[config.mk]
export PLATFORM = sky130hd
export DESIGN_NAME = inst_buffer
export DESIGN_NICKNAME = d
export VERILOG_FILES = /design/src/rtl/inst_buffer_pkg.sv /design/src/rtl/inst_buffer_ram.sv /design/src/rtl/inst_buffer.sv
export SDC_FILE = /design/constraint.sdc
export NUM_CORES = 2
export LEC_CHECK = 0
export CAP_MARGIN = 25
export CELL_PAD_IN_SITES_DETAIL_PLACEMENT = 1
export CELL_PAD_IN_SITES_GLOBAL_PLACEMENT = 2
export CORE_MARGIN = 5
export CORE_UTILIZATION = 41
export DETAILED_ROUTE_END_ITERATION = 10
export PLACE_DENSITY_LB_ADDON = 0.3
export SYNTH_ARGS = -nofsm -noshare
export SYNTH_HDL_FRONTEND = slang
export SYNTH_SLANG_ARGS = --single-unit
export TNS_END_PERCENT = 30
[constraint.sdc]
create_clock -name clk -period 7 [get_ports clk]
set_input_delay 2.1 -clock clk [delete_from_list [all_inputs] [get_ports clk]]
set_output_delay 2.1 -clock clk [all_outputs]
set_load 0.01 [all_outputs]
[src/rtl/inst_buffer_pkg.sv]
// Shared front-end pipeline types: fetch/decode widths and the instruction-buffer entry.
// Pure declarations, no logic or latency; no flow control of its own.
// Used by inst_buffer and its storage array.
package inst_buffer_pkg;

    localparam int FETCH_WIDTH  = 4;
    localparam int DECODE_WIDTH = 2;

    typedef struct packed {
        logic [31:0] pc;
        logic [31:0] inst;
    } InstBufEntrySt;

endpackage

[src/rtl/inst_buffer_ram.sv]
// DEPTH-entry register array for the instruction buffer, multi-write / multi-read.
// Writes land on the clock edge; reads are combinational from stored state.
// No backpressure; callers guarantee distinct write indices within a cycle.
module inst_buffer_ram
    import inst_buffer_pkg::*;
#(
    parameter int DEPTH  = 16,
    parameter int WPORTS = 4,
    parameter int RPORTS = 2,
    parameter int IW     = $clog2(DEPTH)
) (
    input  logic                             clk,
    input  logic          [WPORTS-1:0]       wr_en,
    input  logic          [WPORTS-1:0][IW-1:0] wr_idx,
    input  InstBufEntrySt [WPORTS-1:0]       wr_dat,
    input  logic          [RPORTS-1:0][IW-1:0] rd_idx,
    output InstBufEntrySt [RPORTS-1:0]       rd_dat
);

    InstBufEntrySt mem [DEPTH];

    always_ff @(posedge clk) begin
        for (int w = 0; w < WPORTS; w++) begin
            if (wr_en[w]) begin
                mem[wr_idx[w]] <= wr_dat[w];
            end
        end
    end

    always_comb begin
        for (int r = 0; r < RPORTS; r++) begin
            rd_dat[r] = mem[rd_idx[r]];
        end
    end

endmodule

[src/rtl/inst_buffer.sv]
// Instruction queue between fetch and decode; strict program order, flushable.
// Push visible on dec_* one cycle later (no bypass); outputs are combinational reads.
// fetch_ready_o only from registered count (needs room for a full group); decode pops all valid slots.
module inst_buffer
    import inst_buffer_pkg::*;
#(
    parameter int DEPTH        = 16,
    parameter int FETCH_WIDTH  = inst_buffer_pkg::FETCH_WIDTH,
    parameter int DECODE_WIDTH = inst_buffer_pkg::DECODE_WIDTH
) (
    input  logic                               clk,
    input  logic                               rst_n,
    input  logic                               flush_i,
    input  logic                               fetch_valid_i,
    input  logic [$clog2(FETCH_WIDTH+1)-1:0]   fetch_cnt_i,
    input  logic [FETCH_WIDTH*32-1:0]          fetch_pc_i,
    input  logic [FETCH_WIDTH*32-1:0]          fetch_inst_i,
    output logic                               fetch_ready_o,
    output logic [DECODE_WIDTH-1:0]            dec_valid_o,
    output logic [DECODE_WIDTH*32-1:0]         dec_pc_o,
    output logic [DECODE_WIDTH*32-1:0]         dec_inst_o,
    input  logic                               dec_ready_i,
    output logic [$clog2(DEPTH+1)-1:0]         count_o
);

    localparam int PW  = $clog2(DEPTH);
    localparam int CW  = $clog2(DEPTH+1);
    localparam int FCW = $clog2(FETCH_WIDTH+1);

    logic [PW-1:0] rd_ptr, wr_ptr;
    logic [CW-1:0] count;
    logic [CW-1:0] npush, npop;
    logic          push, pop;

    logic          [FETCH_WIDTH-1:0]          wr_en;
    logic          [FETCH_WIDTH-1:0][PW-1:0]  wr_idx;
    InstBufEntrySt [FETCH_WIDTH-1:0]          wr_dat;
    logic          [DECODE_WIDTH-1:0][PW-1:0] rd_idx;
    InstBufEntrySt [DECODE_WIDTH-1:0]         rd_dat;

    assign fetch_ready_o = (CW'(DEPTH) - count) >= CW'(FETCH_WIDTH);
    assign push          = fetch_valid_i && fetch_ready_o && !flush_i;
    assign pop           = dec_ready_i && !flush_i;
    assign npush         = push ? CW'(fetch_cnt_i) : '0;
    assign npop          = !pop ? '0 :
                           (count < CW'(DECODE_WIDTH)) ? count : CW'(DECODE_WIDTH);

    always_comb begin
        for (int i = 0; i < FETCH_WIDTH; i++) begin
            wr_en[i]       = push && (FCW'(i) < fetch_cnt_i);
            wr_idx[i]      = wr_ptr + PW'(i);
            wr_dat[i].pc   = fetch_pc_i[i*32 +: 32];
            wr_dat[i].inst = fetch_inst_i[i*32 +: 32];
        end
    end

    always_comb begin
        for (int i = 0; i < DECODE_WIDTH; i++) begin
            rd_idx[i]           = rd_ptr + PW'(i);
            dec_valid_o[i]      = count > CW'(i);
            dec_pc_o[i*32 +: 32]   = rd_dat[i].pc;
            dec_inst_o[i*32 +: 32] = rd_dat[i].inst;
        end
    end

    assign count_o = count;

    // Pointers wrap naturally at DEPTH (power of two).
    always_ff @(posedge clk or negedge rst_n) begin
        if (!rst_n) begin
            rd_ptr <= '0;
            wr_ptr <= '0;
            count  <= '0;
        end else if (flush_i) begin
            rd_ptr <= '0;
            wr_ptr <= '0;
            count  <= '0;
        end else begin
            rd_ptr <= rd_ptr + PW'(npop);
            wr_ptr <= wr_ptr + PW'(npush);
            count  <= count + npush - npop;
        end
    end

    inst_buffer_ram #(
        .DEPTH  (DEPTH),
        .WPORTS (FETCH_WIDTH),
        .RPORTS (DECODE_WIDTH)
    ) u_ram (
        .clk    (clk),
        .wr_en  (wr_en),
        .wr_idx (wr_idx),
        .wr_dat (wr_dat),
        .rd_idx (rd_idx),
        .rd_dat (rd_dat)
    );

    cnt_legal_a: assert property (@(posedge clk) disable iff (!rst_n)
        fetch_valid_i |-> (fetch_cnt_i <= FCW'(FETCH_WIDTH)));

endmodule

==> impl_table.tex <==
\begin{tabular}{lr}
\hline
Metric & Value \\
\hline
\multicolumn{2}{l}{\textbf{Run status}} \\
Result of the run & finished clean \\
\multicolumn{2}{l}{\textbf{Clock tree}} \\
Clock latency on the worst-skew pair & about 0.84 ns \\
Clock-pin slew on the worst setup and hold paths & around 0.060 ns \\
Post\_cts resized & 0 \\
Count of buffers added by post-CTS timing repair for setup & 0 \\
Clock buffer count from CTS & 137 \\
Count of hold-fix buffers inserted at cts & 0 \\
Clock net sink count & around 1000 \\
TritonCTS clock tree & done \\
Buffer levels on the longest clock path & 3 \\
H-tree Lvls & 4 \\
CTS Root Cell & clkbuf\_16 \\
\multicolumn{2}{l}{\textbf{Timing}} \\
Shortest clock period the worst path allows after layout & just under 7 ns \\
Headroom to the max-slew limit & between 15 and 20\% \\
Fin. Hold Viols & 0 \\
Number of setup violations in the final report & 0 \\
Final Max Slew Viols & 0 \\
Share of the clock period used by the worst path & a little under 100\% \\
Setup repair after global routing missed its margin & no \\
Post-Route Skew & around 0.044 ns \\
Maximum achievable frequency & roughly 150 MHz \\
Fin Setup TNS & 0 ns \\
Transition time of the tightest slew-check pin & $\sim$1.2 ns \\
\multicolumn{2}{l}{\textbf{Job}} \\
Number of violations of the max-capacitance limit & 0 \\
\multicolumn{2}{l}{\textbf{Detailed routing}} \\
Per-cell via count in the routed design & approximately 8.4 \\
Detailed router's first-iteration violation count & roughly 17000 \\
DRC & 0 \\
Number of iterations in the first detailed-routing pass & 10 \\
Post-DR wirelength/cell & 46.84 um \\
Via Count & about 83000 \\
DRT Wirelength & between 400 and 500 mm \\
Detail Route Antenna Nets & 0 \\
\multicolumn{2}{l}{\textbf{GRT}} \\
Number of antenna violations at the first check in global routing & 47 \\
Number of global-route vias before repair & just over 80000 \\
Remaining Overflow, GRT & 0 \\
Overall fraction of global-route tracks in use & between 40 and 50\% \\
Routing layer with the top usage in global route & met2 \\
Pin count of the biggest net entering global routing & approximately 160 \\
Wire length of the first global-routing pass & 641.7 mm \\
Global Route met1 Usage & 53.92\% \\
Met2 layer usage reported by global route & 62.86\% \\
Met3 usage in global routing & $\sim$17\% \\
\multicolumn{2}{l}{\textbf{Floorplan}} \\
Height of the die & 449.5 um \\
Die area & 202100 sq um \\
Standard cell core area & 192400 sq um \\
Rows & between 150 and 200 \\
Starting density of the core & between 40\% and 50\% \\
I/O pin total & 400 \\
Die X & around 450 um \\
\multicolumn{2}{l}{\textbf{Critical path}} \\
Kind of start point of the critical path & flop \\
Data required, critical path & between 4 and 5 ns \\
Most repeated library cell on the critical path & buf\_4 \\
CP bufs+invs & 3 \\
Critical path arrival & around 4.8 ns \\
Cell Chain, Critical Path & buf\_4 -> nand3\_1 -> xor2\_4 -> buf\_4 -> mux4\_2 -> clkdlybuf4s50\_1 \\
Master of the slowest instance on the critical path & buf\_4 \\
Critical Path Max Stage Delay & $\sim$0.91 ns \\
Sort of element at the end of the critical path & output port \\
Worst r2r path cells & 10 \\
Crit-path leading delay family & buffers and inverters \\
Critical Setup Path Class & reg -> out \\
Number of gates on the worst path with buffers counted & 6 \\
Largest fanout on the critical path & 54 \\
\multicolumn{2}{l}{\textbf{Logic synthesis}} \\
Post-synthesis sequential area ratio & between 30\% and 40\% \\
Register bit count reported by yosys & around 1000 \\
Post-synthesis average cell area & 10.25 sq um \\
Async set or reset register ratio after synthesis & about 1.3\% \\
Most used flip-flop cell after synthesis & edfxtp\_1 \\
Cell count after synthesis & about 7700 \\
Number of flops mapped to enable cells by yosys & 1024 \\
Total nets after synthesis & 8014 \\
Ys Warns & 0 \\
Cell Area, Synth & 79210 sq um \\
Count of unique library cells instantiated by Yosys & 59 \\
\multicolumn{2}{l}{\textbf{Placed design}} \\
Instance area at placement & 84680 sq um \\
\# port buffers & approximately 400 \\
Placer Congestion & around 0.96 \\
Estimated wirelength of the detail-placed design & $\sim$260 mm \\
Placed cells & roughly 9600 \\
\multicolumn{2}{l}{\textbf{Power}} \\
Worst voltage drop across the vdd grid & approximately 0.47 mV \\
Leak & 28.05 nW \\
Total power divided by cell area & 267.8 nW/um\^{}2 \\
\multicolumn{2}{l}{\textbf{Finish}} \\
Area of combinational cells with multiple inputs & between 40000 and 50000 sq um \\
Growth of design area from synthesis to finish & 12.47\% \\
Count of nets after finishing & between 7000 and 8000 \\
Fraction of final layout cells sized beyond drive strength 1 & 16.10\% \\
Summed area of non-filler cells in the final layout & approximately 89000 sq um \\
Storage element area & between 30000 and 40000 sq um \\
Final std cells w/o fill & 9914 \\
Filler cell count in the final layout & between 20000 and 25000 \\
Leading cell types in the layout, fill and taps excluded & o21ai\_0 (1094), edfxtp\_1 (1024), mux4\_2 (640) \\
Most frequent standard cell in the layout excluding fill and tap cells & o21ai\_0 \\
\multicolumn{2}{l}{\textbf{Worst hold path}} \\
Cells on Worst Hold Path & 3 \\
Tightest Hold Check Type & reg -> reg \\
\hline
\end{tabular}
[routing by layer]
metal	share of wire, %	vias to the layer above
met2	42	9094
met4	8.5	18
met1	34	42030
met3	16	2426
met5	0.054	-
li1	-	29930
[final cells by class]
cell class	instances	area share [%]
Timing Repair Buffer	663	7.882
Sequential cell	1037	34.90
Tap cell	2526	3.548
Multi-Input combinational cell	5384	48.73
Clock buffer	177	4.112
Inverter	22	0.1011
Antenna cell	40	0.1124
Clock inverter	65	0.6152
[Yosys cell counts (10+ instances only)]
master / count / area [sq um]
a211oi_1: 385 / 2890
a21oi_1: 337 / 1687
a222oi_1: 117 / 1171
a22oi_1: 205 / 1539
a2bb2oi_1: 64 / 560.5
and2_1: 10 / 62.56
and3_1: 259 / 1620
buf_1: 132 / 495.5
buf_2: 206 / 1031
clkbuf_1: 931 / 3495
dfrtp_1: 13 / 325.3
edfxtp_1: 1024 / 30750
ha_1: 17 / 212.7
inv_1: 21 / 78.83
mux2i_1: 128 / 1281
mux4_2: 640 / 14410
nand2_1: 534 / 2004
nand2b_1: 12 / 75.07
nand3_1: 80 / 400.4
nand4_1: 88 / 550.5
nor2_1: 144 / 540.5
nor2b_1: 10 / 62.56
nor3_1: 392 / 1962
nor4_1: 11 / 68.82
nor4_4: 11 / 234.0
o21ai_0: 1095 / 5480
o21ai_1: 254 / 1271
o22ai_1: 128 / 800.8
o2bb2ai_1: 256 / 2242
o31ai_1: 128 / 960.9
or4_1: 12 / 90.09
[sequential cells by signal, indices dropped and copies added (netlist names)]
register and cells:
wr_ptr 4, count_o 5, u_ram.mem 1024, rd_ptr 4
[path summary, 6_finish.rpt]
kind                                 start          endpoint  slack [ns]
max in group asynchronous            rst_n         rd_ptr[0]        4.68
worst min-delay path            count_o[3]         rd_ptr[3]        0.80
min in group asynchronous            rst_n        count_o[3]        1.72
worst max register to register  count_o[0]  u_ram.mem[0][22]        1.58
worst min register to register  count_o[3]         rd_ptr[3]        0.80
worst max-delay path             rd_ptr[1]    dec_inst_o[34]        0.12
[worst min-delay path, cell delays in order, from the launching register on]
cell     delay (ns)
dfrtp_1        0.46
nand2_1        0.12
xnor3_1        0.15
nor2_1         0.04
[where the power goes]
part | switching (mW) | total (mW) | internal (mW)
registers | 0.272 | 7.65 | 7.37
clock network | 3.13 | 7.08 | 3.95
logic | 5.84 | 9.13 | 3.29
total | 9.25 | 23.9 | 14.6
[cells by family (layout without fill, tap and decap cells)]
family                   after synthesis  count (layout)  share of synthesized area (%)
multiplexers                         768             768                          19.82
flip-flops                          1037            1037                          39.23
AO/OA/AOI/OAI                       2989            2989                          23.68
buffers and inverters               1307             927                          6.638
XOR/XNOR                              13              13                         0.1706
other                                  0              40                              0
adder cells (fa/ha/maj)               22              22                         0.3949
AND/OR/NAND/NOR                     1592            1592                          10.07
[through the flow]
step / total power, mW / worst slack, ns / utilization [%] / hold slack [ns]
final: 23.85 / 0.1208 / 46.31 / 0.8017
after global routing: 24.10 / 0.1696 / 46.28 / 0.8758
after CTS: 23.37 / 0.2926 / 46.20 / 0.8041
after detailed placement: 16.43 / 0.9202 / 44.02 / 0.7885
after global placement: 16.28 / 1.016 / 43.88 / 0.7637
after floorplan: 12.67 / 0.1148 / - / 0.6118
Power figures use the tool's default switching activity.
